$ cat config.mk
export PLATFORM = sky130hd
export DESIGN_NAME = mem_access_stage
export DESIGN_NICKNAME = d
export VERILOG_FILES = /design/src/rtl/mem_access_stage.sv
export SDC_FILE = /design/constraint.sdc
export NUM_CORES = 1
export LEC_CHECK = 0
export CORE_UTILIZATION = 42
export CTS_CLUSTER_SIZE = 8
export DETAILED_ROUTE_END_ITERATION = 12
export GPL_TIMING_DRIVEN = 0
export HOLD_SLACK_MARGIN = 0.1
export PLACE_DENSITY_LB_ADDON = 0.08
export SYNTH_ARGS = -nofsm -noshare
export SYNTH_HDL_FRONTEND = slang
export SYNTH_SLANG_ARGS = --single-unit
$ cat constraint.sdc
create_clock -name clk -period 2.5 [get_ports clk]
set_input_delay 0.5 -clock clk [delete_from_list [all_inputs] [get_ports clk]]
set_output_delay 0.5 -clock clk [all_outputs]
set_load 0.05 [all_outputs]
$ cat src/rtl/mem_access_stage.sv
// Memory-access pipeline stage: issues loads/stores over a req/ack bus,
// stalls upstream while an access is outstanding, and aborts accesses
// that never see an ack within TIMEOUT cycles.
module mem_access_stage #(
    parameter int TIMEOUT = 16
) (
    input  logic        clk,
    input  logic        reset,
    input  logic        regWrite_in,
    input  logic [1:0]  resultSrc_in,
    input  logic        memRead_in,
    input  logic        memWrite_in,
    input  logic [15:0] pc_plus2_in,
    input  logic [3:0]  rd_in,
    input  logic [15:0] aluRes_in,
    input  logic [15:0] writeData_in,
    output logic        regWrite_out,
    output logic [1:0]  resultSrc_out,
    output logic [15:0] pc_plus2_out,
    output logic [3:0]  rd_out,
    output logic [15:0] aluRes_out,
    output logic [15:0] readData_out,
    output logic        stall,
    output logic        mem_req,
    output logic        mem_we,
    output logic [15:0] mem_addr,
    output logic [15:0] mem_wdata,
    input  logic [15:0] mem_rdata,
    input  logic        mem_ack,
    output logic        bus_err
);

    typedef enum logic [1:0] {IDLE, WAIT, DONE} state_t;

    localparam logic [7:0] LAST_COUNT = 8'(TIMEOUT - 1);

    state_t     state;
    state_t     next_state;
    logic [7:0] count;
    logic       aborted;
    logic       abort_now;
    logic       memop;
    logic       expire;

    assign memop  = memRead_in | memWrite_in;
    assign expire = (count == LAST_COUNT);

    assign resultSrc_out = resultSrc_in;
    assign pc_plus2_out  = pc_plus2_in;
    assign rd_out        = rd_in;
    assign aluRes_out    = aluRes_in;
    assign regWrite_out  = regWrite_in & ~stall & ~abort_now;

    // State register.
    always_ff @(posedge clk or negedge reset) begin
        if (!reset) begin
            state <= IDLE;
        end else begin
            state <= next_state;
        end
    end

    // Next-state logic plus stall and abort qualification of the writeback.
    always_comb begin
        next_state = state;
        stall      = 1'b0;
        abort_now  = 1'b0;
        case (state)
            IDLE: begin
                if (memop) begin
                    stall      = 1'b1;
                    next_state = WAIT;
                end
            end
            WAIT: begin
                stall = 1'b1;
                if (mem_ack || expire) begin
                    next_state = DONE;
                end
            end
            DONE: begin
                abort_now  = aborted;
                next_state = IDLE;
            end
            default: next_state = IDLE;
        endcase
    end

    // Bus request, watchdog counter, load data and sticky error flag.
    always_ff @(posedge clk or negedge reset) begin
        if (!reset) begin
            mem_req      <= 1'b0;
            mem_we       <= 1'b0;
            mem_addr     <= 16'h0000;
            mem_wdata    <= 16'h0000;
            readData_out <= 16'h0000;
            bus_err      <= 1'b0;
            count        <= 8'd0;
            aborted      <= 1'b0;
        end else begin
            case (state)
                IDLE: begin
                    if (memop) begin
                        mem_req   <= 1'b1;
                        mem_we    <= memWrite_in;
                        mem_addr  <= aluRes_in;
                        mem_wdata <= writeData_in;
                        count     <= 8'd0;
                        aborted   <= 1'b0;
                    end
                end
                WAIT: begin
                    count <= count + 8'd1;
                    if (mem_ack) begin
                        mem_req <= 1'b0;
                        aborted <= 1'b0;
                        if (!mem_we) begin
                            readData_out <= mem_rdata;
                        end
                    end else if (expire) begin
                        mem_req      <= 1'b0;
                        readData_out <= 16'h0000;
                        bus_err      <= 1'b1;
                        aborted      <= 1'b1;
                    end
                end
                default: begin
                end
            endcase
        end
    end

endmodule

# [Word-level counts from Yosys, hierarchy flattened]
# Index checks and enable logic that the tools add are counted.
[totals] input_bits=76 register_bits=62 wordCells=52
[classes] eq_ne=7 reduce_logical=10 bitwise_logic=6 muxes=19 n_addsub=1
[op_table] cell="2-to-1 mux 16 bit" count=3
[op_table] cell="one-hot mux 8 bit (2 select lines)" count=1
[op_table] cell="AND reduction 3 bit" count=3
[op_table] cell="adder 8 x 1 -> 8 bit (second input constant)" count=1
[op_table] cell="== test 8 x 4 -> 1 bit (second input constant)" count=1
[op_table] cell="2-to-1 mux 1 bit" count=8
[op_table] cell="2-to-1 mux 8 bit" count=1
[op_table] cell="!= test 2 bit (second input constant)" count=3
[op_table] cell="one-hot mux 1 bit (2 select lines)" count=3
[op_table] cell="AND reduction 2 bit" count=3
[op_table] cell="2-to-1 mux 2 bit" count=2
[op_table] cell="one-hot mux 2 bit (2 select lines)" count=1
[op_table] cell="nonzero test 2 bit" count=2
[op_table] cell="!= test 3 bit (second input constant)" count=1
[op_table] cell="NOT 1 bit" count=3
[op_table] cell="AND 1 bit" count=2
[op_table] cell="== test 2 x 1 -> 1 bit (second input constant)" count=1
[op_table] cell="== test 2 bit (second input constant)" count=1
[op_table] cell="zero test 2 bit" count=1
[op_table] cell="logical OR 1 bit" count=1
[op_table] cell="bitwise OR 1 bit" count=1

# [Depth between registers and ports, before layout]
# Gate-level depths: netlist of run 1.
[logic_depth] depth_word=6 mapped_depth=5

# [Least setup slack after synthesis of run 1]
# OpenSTA, ideal clock, no wires.
[synth_timing] path_kind="register to output" start="register state[0]" end="output port regWrite_out" required_time_ps=2000 slack_ps=99 path_buffers=1 stages_incl_launch_ff=6 t_arrival_ps=1901 cell_sequence="dfrtp_1 -> buf_4 -> nor3_2 -> or2_1 -> inv_2 -> nor2_1"
[synth_between] elab_chain_len=5 word_cells_on_any_way=9 cone_classes="2 x eq/ne; 2 x mux; 4 x bitwise; 1 x reduce/logical"
[synth_lines] item="start, declared" line="37" rtl="state_t state;"
[synth_lines] item="start signal, assigned" line="59" rtl="state <= next_state;"
[synth_lines] item="== test 2 x 1 -> 1 bit / zero test 2 bit (equally long branches)" line="68" rtl="case (state)"
[synth_lines] item="one-hot mux 1 bit (2 select lines) (*)" line="68"
[synth_lines] item="net stall" line="23" rtl="output logic stall,"
[synth_lines] item="NOT 1 bit (*)" line="52" rtl="assign regWrite_out = regWrite_in & ~stall & ~abort_now;"
[synth_lines] item="AND 1 bit (*) (2 in a row)" line="52"
[synth_lines] item="end, declared" line="17" rtl="output logic regWrite_out,"
# Mark *: on every way through the listed nets, which the timed path passes. The rest lies on a longest branch.

# [Final worst setup path of run 1]
[layout_timing] start="input port aluRes_in[8]" end="output port aluRes_out[8]"
[layout_lines] item="start, declared" line="15" rtl="input logic [15:0] aluRes_in,"
[layout_lines] item="end, declared" line="21" rtl="output logic [15:0] aluRes_out,"
# No word-level cell between the ends.

==> metrics.txt, run 1 <==
# TYPE chip_impl_metric gauge
chip_impl_metric{name="max_freq",unit="MHz"} 417
chip_impl_metric{name="power_report.internal_total",unit="W"} 0.00352
chip_impl_info{name="worst-setup-path-type",value="primary input to output port"} 1
chip_impl_metric{name="chipWidth",unit="um"} 87.0
chip_impl_info{name="post-synth-top-area-cell",value="sky130_fd_sc_hd__dfrtp_1"} 1
chip_impl_metric{name="starting_utilization_of_the_core_area",unit="%"} 44.0
chip_impl_info{name="hold_class",value="primary input to asynchronous set/reset pin"} 1
chip_impl_metric{name="detail_route.drc_violations",unit=""} 0
chip_impl_metric{name="power.share.switching",unit="%"} 45.6
chip_impl_metric{name="synth_enable_flop_cells",unit=""} 0
chip_impl_metric{name="max-cap-violations",unit=""} 0
chip_impl_info{name="synth_common_cells",value="sky130_fd_sc_hd__dfrtp_1, sky130_fd_sc_hd__buf_4, sky130_fd_sc_hd__mux2_2, sky130_fd_sc_hd__a22o_1, sky130_fd_sc_hd__nand2_1"} 1
chip_impl_info{name="crit_path_frequent_cell",value="sky130_fd_sc_hd__clkdlybuf4s50_1"} 1
chip_impl_metric{name="ctsHtreeMaxLevel",unit=""} 3
chip_impl_metric{name="synth_top_area_share",unit="%"} 51.1
chip_impl_metric{name="grt_remaining_overflow",unit=""} 0
chip_impl_metric{name="post_layout_nonfiller_instances",unit=""} 505
chip_impl_info{name="ys_top_cells_by_area",value="sky130_fd_sc_hd__dfrtp_1, sky130_fd_sc_hd__mux2_2, sky130_fd_sc_hd__buf_4, sky130_fd_sc_hd__a22o_1, sky130_fd_sc_hd__a221o_1"} 1
chip_impl_metric{name="antenna_cells_inserted",unit=""} 0
chip_impl_metric{name="num-fill-cells",unit=""} 551
chip_impl_metric{name="setup_viol_count_final",unit=""} 0
chip_impl_metric{name="largest_vdd_supply_drop",unit="mV"} 0.676
chip_impl_info{name="rsz0062_at_grt",value="no"} 1
chip_impl_metric{name="maxSlewHeadroom",unit="%"} 48.9
chip_impl_metric{name="sequential_cell_area",unit="um^2"} 1550
chip_impl_metric{name="postSynthNetCount",unit=""} 327
chip_impl_metric{name="number_of_detailed_route_iterations_in_the_first_pass",unit=""} 4
chip_impl_metric{name="portBuffers",unit=""} 143
chip_impl_metric{name="power_frac_comb",unit="%"} 59.0
chip_impl_metric{name="finClkSkew",unit="ns"} 0.00594
chip_impl_metric{name="timing.final.crit_period",unit="ns"} 2.40
chip_impl_info{name="top_delay_family_on_crit_path",value="buffers and inverters"} 1
chip_impl_metric{name="top_level_ports",unit=""} 167
chip_impl_info{name="synth_ff_type",value="sky130_fd_sc_hd__dfrtp_1"} 1
chip_impl_metric{name="tightest_slew",unit="ns"} 0.766
chip_impl_metric{name="mappedNetlistArea",unit="um^2"} 3040
chip_impl_metric{name="report.final.hold_viol_count",unit=""} 0
chip_impl_metric{name="design_power_total",unit="W"} 0.00648
chip_impl_metric{name="route.detailed.vias_per_inst",unit=""} 4.92
chip_impl_metric{name="timing_max_transition_violations_final",unit=""} 0
chip_impl_metric{name="numCtsBuffers",unit=""} 9
chip_impl_metric{name="crit_path_max_incr_delay",unit="ns"} 0.78
chip_impl_metric{name="final_min_period_over_clock_period",unit="%"} 95.9
chip_impl_metric{name="drtIter0Drc",unit=""} 88
chip_impl_metric{name="multiInputGateArea",unit="um^2"} 1130
chip_impl_metric{name="flop2flop_setup_slack",unit="ns"} 0.84
chip_impl_metric{name="numPlacedInstances",unit=""} 489
chip_impl_info{name="clock_root_buffer_master",value="sky130_fd_sc_hd__clkbuf_8"} 1
chip_impl_metric{name="grt_pass1_vias",unit=""} 2384
chip_impl_info{name="worstSetupStartpointType",value="primary input"} 1
chip_impl_metric{name="largest_net_degree_at_the_start_of_global_routing",unit=""} 63
chip_impl_metric{name="power.density",unit="nW/um^2"} 1350
chip_impl_info{name="timing.critical_path.slowest_stage_cell",value="sky130_fd_sc_hd__clkdlybuf4s50_1"} 1
chip_impl_metric{name="fin_nets",unit=""} 481
chip_impl_metric{name="ant_nets",unit=""} 0
chip_impl_metric{name="track_usage",unit="%"} 20.3
chip_impl_metric{name="cts.path.max_buffers",unit=""} 2
chip_impl_metric{name="detailroute.via_count",unit=""} 2486
chip_impl_info{name="post-synth-top-count-cell",value="sky130_fd_sc_hd__dfrtp_1"} 1
chip_impl_metric{name="ys_async_sr_fraction",unit="%"} 100
chip_impl_metric{name="cts.hold.buffers_added",unit=""} 0
chip_impl_metric{name="fp.dieArea",unit="um^2"} 7570
chip_impl_metric{name="cts_setup_buffers",unit=""} 0
chip_impl_metric{name="power.clock.fraction",unit="%"} 14.8
chip_impl_metric{name="place_congestion",unit=""} 0.815
chip_impl_metric{name="setup-tns-final",unit="ns"} 0
chip_impl_metric{name="crit_fanout",unit=""} 2
chip_impl_metric{name="power.sequential.fraction",unit="%"} 26.1
chip_impl_metric{name="synthDistinctLibCells",unit=""} 43
chip_impl_info{name="r2r_start",value="count[0]"} 1
chip_impl_metric{name="critPathRequiredTime",unit="ns"} 2.00
chip_impl_info{name="status",value="complete, no violations"} 1
chip_impl_metric{name="die_height",unit="um"} 87.0
chip_impl_metric{name="worstSkewPairLatency",unit="ns"} 0.34
chip_impl_metric{name="synth.yosys.seq_area_share",unit="%"} 51.1
chip_impl_info{name="timing.critical_path.to_type",value="output port"} 1
chip_impl_metric{name="rows",unit=""} 30
chip_impl_metric{name="drt-total-wl",unit="mm"} 7.30
chip_impl_info{name="crit_path_cell_trace",value="clkdlybuf4s50_1 > buf_4 > clkdlybuf4s50_1"} 1
chip_impl_metric{name="post_drt_wl_per_cell",unit="um"} 14.5
chip_impl_metric{name="cts_num_sinks",unit=""} 62
chip_impl_metric{name="layout-drive-gt1-share",unit="%"} 25.7
chip_impl_metric{name="total_switching_power",unit="W"} 0.00295
chip_impl_metric{name="timing.reg2reg.worst_path_depth",unit=""} 5
chip_impl_metric{name="post_synth_inst_count",unit=""} 250
chip_impl_metric{name="yosys_warnings",unit=""} 0
chip_impl_metric{name="clk_pin_slew",unit="ns"} 0.07
chip_impl_metric{name="grt_first_pass_wirelength",unit="mm"} 11.6
chip_impl_metric{name="synth_area_per_cell",unit="um^2"} 12.1
chip_impl_metric{name="dpl.hpwl",unit="mm"} 5.40
chip_impl_metric{name="core_region_area",unit="um^2"} 6910
chip_impl_metric{name="worstPathArrival",unit="ns"} 1.90
chip_impl_metric{name="postSynthRegisterBits",unit=""} 62
chip_impl_metric{name="power.leakage",unit="nW"} 2.04
chip_impl_metric{name="cp.buffers_inverters",unit=""} 3
chip_impl_metric{name="antenna_found_initial",unit=""} 0
chip_impl_info{name="cts_tree",value="yes"} 1
chip_impl_info{name="timing.rr.end",value="readData_out[0]"} 1
chip_impl_metric{name="area.growth.synth_to_final",unit="%"} 58.3
## timing repair
action                     4_1_cts  5_1_grt
pin swaps                        0        1
resized for setup                9        1
hold endpoints to repair         0        0
setup endpoints to repair        2        2
## cell usage in the layout (no fill, tap or decap), types with 2 or more instances in the layout
cell type                         netlist  final
sky130_fd_sc_hd__and2_1                13     13
sky130_fd_sc_hd__o21ai_0                8      8
sky130_fd_sc_hd__clkbuf_1               4      6
sky130_fd_sc_hd__bufinv_16              0      2
sky130_fd_sc_hd__clkbuf_8               0     10
sky130_fd_sc_hd__nor2_1                 5      5
sky130_fd_sc_hd__clkinv_2               0      2
sky130_fd_sc_hd__buf_4                 39     40
sky130_fd_sc_hd__dfrtp_1               62     62
sky130_fd_sc_hd__o31ai_1                3      3
sky130_fd_sc_hd__a221o_1               11     11
sky130_fd_sc_hd__a221o_2                2      2
sky130_fd_sc_hd__nor3_1                 2      2
sky130_fd_sc_hd__clkdlybuf4s50_1        0    140
sky130_fd_sc_hd__a21o_1                 2      2
sky130_fd_sc_hd__buf_2                  6      6
sky130_fd_sc_hd__nand3_1                3      3
sky130_fd_sc_hd__mux2_2                31     31
sky130_fd_sc_hd__o22a_1                 2      2
sky130_fd_sc_hd__a22o_1                15     15
sky130_fd_sc_hd__nor3_4                 1      2
sky130_fd_sc_hd__nand2_1               14     14
sky130_fd_sc_hd__mux2i_1                3      3
## how the worst max path moves through the flow
stage / startpoint / endpoint / depth (start not counted)
6_report: aluRes_in[8] / aluRes_out[8] / 3
5_1_grt: memRead_in / regWrite_out / 6
4_1_cts: state[0] / regWrite_out / 6
3_5_place_dp: memWrite_in / regWrite_out / 6
3_3_place_gp: reset / mem_wdata[0] / 1
2_1_floorplan: state[0] / regWrite_out / 5
## through the flow
| stage | setup WS (ns) | instance area (um^2) | hold slack (ns) | util, % |
|---|---|---|---|---|
| 2_1_floorplan | 0.0993 | 3040 | 0.204 | - |
| 3_3_place_gp | -1.11 | 4590 | 0.458 | 66.4 |
| 3_5_place_dp | -0.502 | 4590 | 0.460 | 66.4 |
| 4_1_cts | 0.0574 | 4800 | 0.263 | 69.5 |
| 5_1_grt | 0.0294 | 4810 | 0.289 | 69.6 |
| 6_report | 0.102 | 4810 | 0.228 | 69.6 |
## cells by family after synthesis
logic type	after synthesis	share of synthesized area [%]
buf+inv	53	11.9
compound gates	47	12.9
mux	35	12.9
flops	62	51.1
simple gates	52	10.8
fa+ha+maj	1	0.412
## power by group through the flow
| stage | registers [W] | logic [W] | clock network [W] |
|---|---|---|---|
| 2_1_floorplan | 0.00306 | 0.00126 | 0 |
| 3_3_place_gp | 0.00169 | 0.00379 | 0 |
| 3_5_place_dp | 0.00171 | 0.00385 | 0 |
| 4_1_cts | 0.00170 | 0.00385 | 0.000985 |
| 5_1_grt | 0.00176 | 0.00402 | 0.00103 |
| 6_report | 0.00169 | 0.00382 | 0.000961 |
## cell type report
type,instances,area share [%]
sequential,62,32.3
tap,96,2.50
timing repair buffer,143,29.7
inverter,1,0.0781
clock inverter,4,1.46
multi-input combinational,135,23.5
clock buffer,12,3.02
buffer,52,7.45
## flip-flops by register name (all words and copies together) (netlist names)
| register | count |
|---|---|
| state | 2 |
| aborted | 1 |
| mem_we | 1 |
| mem_addr | 16 |
| bus_err | 1 |
| mem_wdata | 16 |
| count | 8 |
| readData_out | 16 |
| mem_req | 1 |
## routing by layer
metal,global-route usage [%],part of all wire (%)
met5,0,0
met4,9.09,1.8
met3,5.31,8.8
met2,32.1,48
met1,26.1,41
Note: power is estimated with default switching activity, not from simulation.
==> run 2: changes to the inputs <==
--- a/config.mk
+++ b/config.mk
@@ -6,6 +6,7 @@
 export NUM_CORES = 1
 export LEC_CHECK = 0
 export CORE_UTILIZATION = 42
+export CTS_CLUSTER_DIAMETER = 100
 export CTS_CLUSTER_SIZE = 8
 export DETAILED_ROUTE_END_ITERATION = 12
 export GPL_TIMING_DRIVEN = 0
==> results of run 2 <==
Final layout, timing and power as in run 1 (identical DEF).
==> run 3: changes to the inputs <==
--- a/config.mk
+++ b/config.mk
@@ -12,6 +12,7 @@
 export GPL_TIMING_DRIVEN = 0
 export HOLD_SLACK_MARGIN = 0.1
 export PLACE_DENSITY_LB_ADDON = 0.08
+export REMOVE_ABC_BUFFERS = 1
 export SYNTH_ARGS = -nofsm -noshare
 export SYNTH_HDL_FRONTEND = slang
 export SYNTH_SLANG_ARGS = --single-unit
==> run 3 against run 2 <==
  * Non-clock buffer count fell by 72
  * Register-to-register slack got worse by 0.50 ns
  * Cell area shrank 11%
  * Sequential share of layout area up 3.9 points
  * Clock-buffer cell count decreased by 2
  * Sequential power is 6% higher
  * Critical path type unchanged
  * Largest power group unchanged
==> metrics.txt, run 3 (synthesis results as in run 1) <==
# TYPE chip_impl_metric gauge
chip_impl_info{name="status",value="complete, no violations"} 1
chip_impl_metric{name="core_region_area",unit="um^2"} 6910
chip_impl_info{name="cts_tree",value="yes"} 1
chip_impl_metric{name="numCtsBuffers",unit=""} 9
chip_impl_metric{name="report.final.hold_viol_count",unit=""} 0
chip_impl_metric{name="power_report.internal_total",unit="W"} 0.00354
chip_impl_metric{name="place_congestion",unit=""} 0.776
chip_impl_metric{name="detail_route.drc_violations",unit=""} 0
chip_impl_metric{name="track_usage",unit="%"} 20.0
chip_impl_metric{name="power.density",unit="nW/um^2"} 1500
chip_impl_metric{name="power.sequential.fraction",unit="%"} 27.8
chip_impl_metric{name="chipWidth",unit="um"} 87.0
chip_impl_metric{name="timing.reg2reg.worst_path_depth",unit=""} 3
chip_impl_metric{name="portBuffers",unit=""} 122
chip_impl_metric{name="antenna_found_initial",unit=""} 0
chip_impl_metric{name="antenna_cells_inserted",unit=""} 0
chip_impl_info{name="rsz0062_at_grt",value="no"} 1
chip_impl_metric{name="largest_net_degree_at_the_start_of_global_routing",unit=""} 63
chip_impl_metric{name="tightest_slew",unit="ns"} 0.910
chip_impl_metric{name="rows",unit=""} 30
chip_impl_metric{name="top_level_ports",unit=""} 167
chip_impl_metric{name="die_height",unit="um"} 87.0
chip_impl_metric{name="clk_pin_slew",unit="ns"} 0.07
chip_impl_metric{name="post_drt_wl_per_cell",unit="um"} 16.4
chip_impl_info{name="hold_class",value="primary input to asynchronous set/reset pin"} 1
chip_impl_metric{name="total_switching_power",unit="W"} 0.00288
chip_impl_metric{name="fin_nets",unit=""} 409
chip_impl_metric{name="crit_fanout",unit=""} 6
chip_impl_metric{name="setup_viol_count_final",unit=""} 0
chip_impl_metric{name="power_frac_comb",unit="%"} 55.3
chip_impl_metric{name="starting_utilization_of_the_core_area",unit="%"} 44.0
chip_impl_metric{name="post_layout_nonfiller_instances",unit=""} 433
chip_impl_metric{name="worst_setup_slack_after_layout",unit="ns"} 0.0906
chip_impl_metric{name="cts_num_sinks",unit=""} 62
chip_impl_info{name="layout_common_cells",value="sky130_fd_sc_hd__clkdlybuf4s50_1, sky130_fd_sc_hd__dfrtp_1, sky130_fd_sc_hd__mux2_2"} 1
chip_impl_metric{name="final_min_period_over_clock_period",unit="%"} 96.4
chip_impl_metric{name="largest_vdd_supply_drop",unit="mV"} 0.649
chip_impl_metric{name="route.detailed.vias_per_inst",unit=""} 5.14
chip_impl_metric{name="layout-drive-gt1-share",unit="%"} 18.4
chip_impl_metric{name="cts.path.max_buffers",unit=""} 2
chip_impl_info{name="top_delay_family_on_crit_path",value="buffers and inverters"} 1
chip_impl_info{name="r2r_start",value="state[1]"} 1
chip_impl_info{name="timing.critical_path.to_type",value="output port"} 1
chip_impl_metric{name="grt_pass1_vias",unit=""} 2230
chip_impl_metric{name="max-cap-violations",unit=""} 0
chip_impl_metric{name="numPlacedInstances",unit=""} 417
chip_impl_metric{name="detailroute.via_count",unit=""} 2226
chip_impl_metric{name="dpl.hpwl",unit="mm"} 5.00
chip_impl_metric{name="critPathRequiredTime",unit="ns"} 2.00
chip_impl_metric{name="maxSlewHeadroom",unit="%"} 39.1
chip_impl_info{name="worst-setup-path-type",value="primary input to output port"} 1
chip_impl_metric{name="grt_first_pass_wirelength",unit="mm"} 11.4
chip_impl_info{name="clock_root_buffer_master",value="sky130_fd_sc_hd__clkbuf_8"} 1
chip_impl_info{name="timing.critical_path.slowest_stage_cell",value="sky130_fd_sc_hd__clkdlybuf4s50_1"} 1
chip_impl_metric{name="drt-total-wl",unit="mm"} 7.09
chip_impl_metric{name="timing.final.crit_period",unit="ns"} 2.41
chip_impl_metric{name="flop2flop_setup_slack",unit="ns"} 0.34
chip_impl_metric{name="cts.hold.buffers_added",unit=""} 0
chip_impl_info{name="layout_commonest_cell",value="sky130_fd_sc_hd__clkdlybuf4s50_1"} 1
chip_impl_metric{name="cp.buffers_inverters",unit=""} 3
chip_impl_metric{name="power.leakage",unit="nW"} 1.76
chip_impl_info{name="top_regs",value="mem_addr: 16 flops, mem_wdata: 16 flops, readData_out: 16 flops"} 1
chip_impl_metric{name="max_freq",unit="MHz"} 415
chip_impl_metric{name="timing_max_transition_violations_final",unit=""} 0
chip_impl_metric{name="layout.core_utilization",unit="%"} 62.1
chip_impl_metric{name="power.share.switching",unit="%"} 44.9
chip_impl_metric{name="ant_nets",unit=""} 0
chip_impl_metric{name="area.growth.synth_to_final",unit="%"} 41.2
chip_impl_metric{name="pre_cts_ws",unit="ns"} -0.521
chip_impl_metric{name="ctsHtreeMaxLevel",unit=""} 3
chip_impl_metric{name="power.clock.fraction",unit="%"} 16.9
chip_impl_metric{name="grt_remaining_overflow",unit=""} 0
chip_impl_metric{name="number_of_detailed_route_iterations_in_the_first_pass",unit=""} 4
chip_impl_metric{name="worstPathArrival",unit="ns"} 1.91
chip_impl_info{name="worstSetupStartpointType",value="primary input"} 1
chip_impl_info{name="timing.rr.end",value="mem_addr[0]"} 1
chip_impl_metric{name="fp.dieArea",unit="um^2"} 7570
chip_impl_metric{name="cts_setup_buffers",unit=""} 0
chip_impl_info{name="crit_path_cell_trace",value="clkdlybuf4s50_1 > nor3_4 > or2_1 > inv_2 > nor2_1 > buf_2"} 1
chip_impl_metric{name="drtIter0Drc",unit=""} 63
chip_impl_metric{name="crit_path_max_incr_delay",unit="ns"} 0.48
chip_impl_metric{name="finClkSkew",unit="ns"} 0.00699
chip_impl_metric{name="worstSkewPairLatency",unit="ns"} 0.34
[run 3: area by class of cell]
class                           instances  area (um^2)
Clock buffer                           10          138
Clock inverter                          6          109
Fill cell                             591         2620
Inverter                                1         3.75
Multi-Input combinational cell        135         1130
Sequential cell                        62         1550
Tap cell                               96          120
Timing Repair Buffer                  123         1230
[run 3: worst max-delay path by stage]
stage | depth (start not counted) | start | to | slack [ns]
3_3_place_gp | 1 | reset | mem_wdata[13] | -1.20
2_1_floorplan | 4 | state[0] | regWrite_out | 0.16
4_1_cts | 5 | memWrite_in | stall | 0.01
6_report | 6 | memRead_in | regWrite_out | 0.09
5_1_grt | 6 | memRead_in | regWrite_out | 0.01
3_5_place_dp | 6 | memWrite_in | regWrite_out | -0.52
[run 3: routing by layer]
| metal | GRT usage (%) | part of all wire (%) |
|---|---|---|
| met5 | 0 | 0 |
| met3 | 7.49 | 9.6 |
| met2 | 30.4 | 43 |
| met4 | 8.64 | 1.8 |
| met1 | 25.4 | 45 |
[run 3: timing repair]
| action | 4_1_cts | 5_1_grt |
|---|---|---|
| pin swaps | 0 | 1 |
| gates resized for setup | 10 | 1 |
| gates cloned | 0 | 0 |
| endpoints found under the setup margin | 3 | 2 |
[run 3: power by group through the flow]
stage	clock, W	sequential, W	combinational, W
global route	0.00116	0.00185	0.00373
finish	0.00108	0.00179	0.00355
global placement	0	0.00178	0.00351
CTS	0.00111	0.00179	0.00359
floorplan	0	0.00312	0.000974
detailed placement	0	0.00180	0.00360
[run 3: metrics by stage]
stage	setup TNS [ns]	hold slack, ns	instance area, um^2	total power [W]
final	0	0.243	4290	0.00642
after global routing	0	0.298	4290	0.00674
after CTS	0	0.263	4290	0.00648
after detailed placement	-2.62	0.483	4050	0.00540
after global placement	-88.90	0.454	4020	0.00530
after floorplan	0	0.204	2680	0.00409
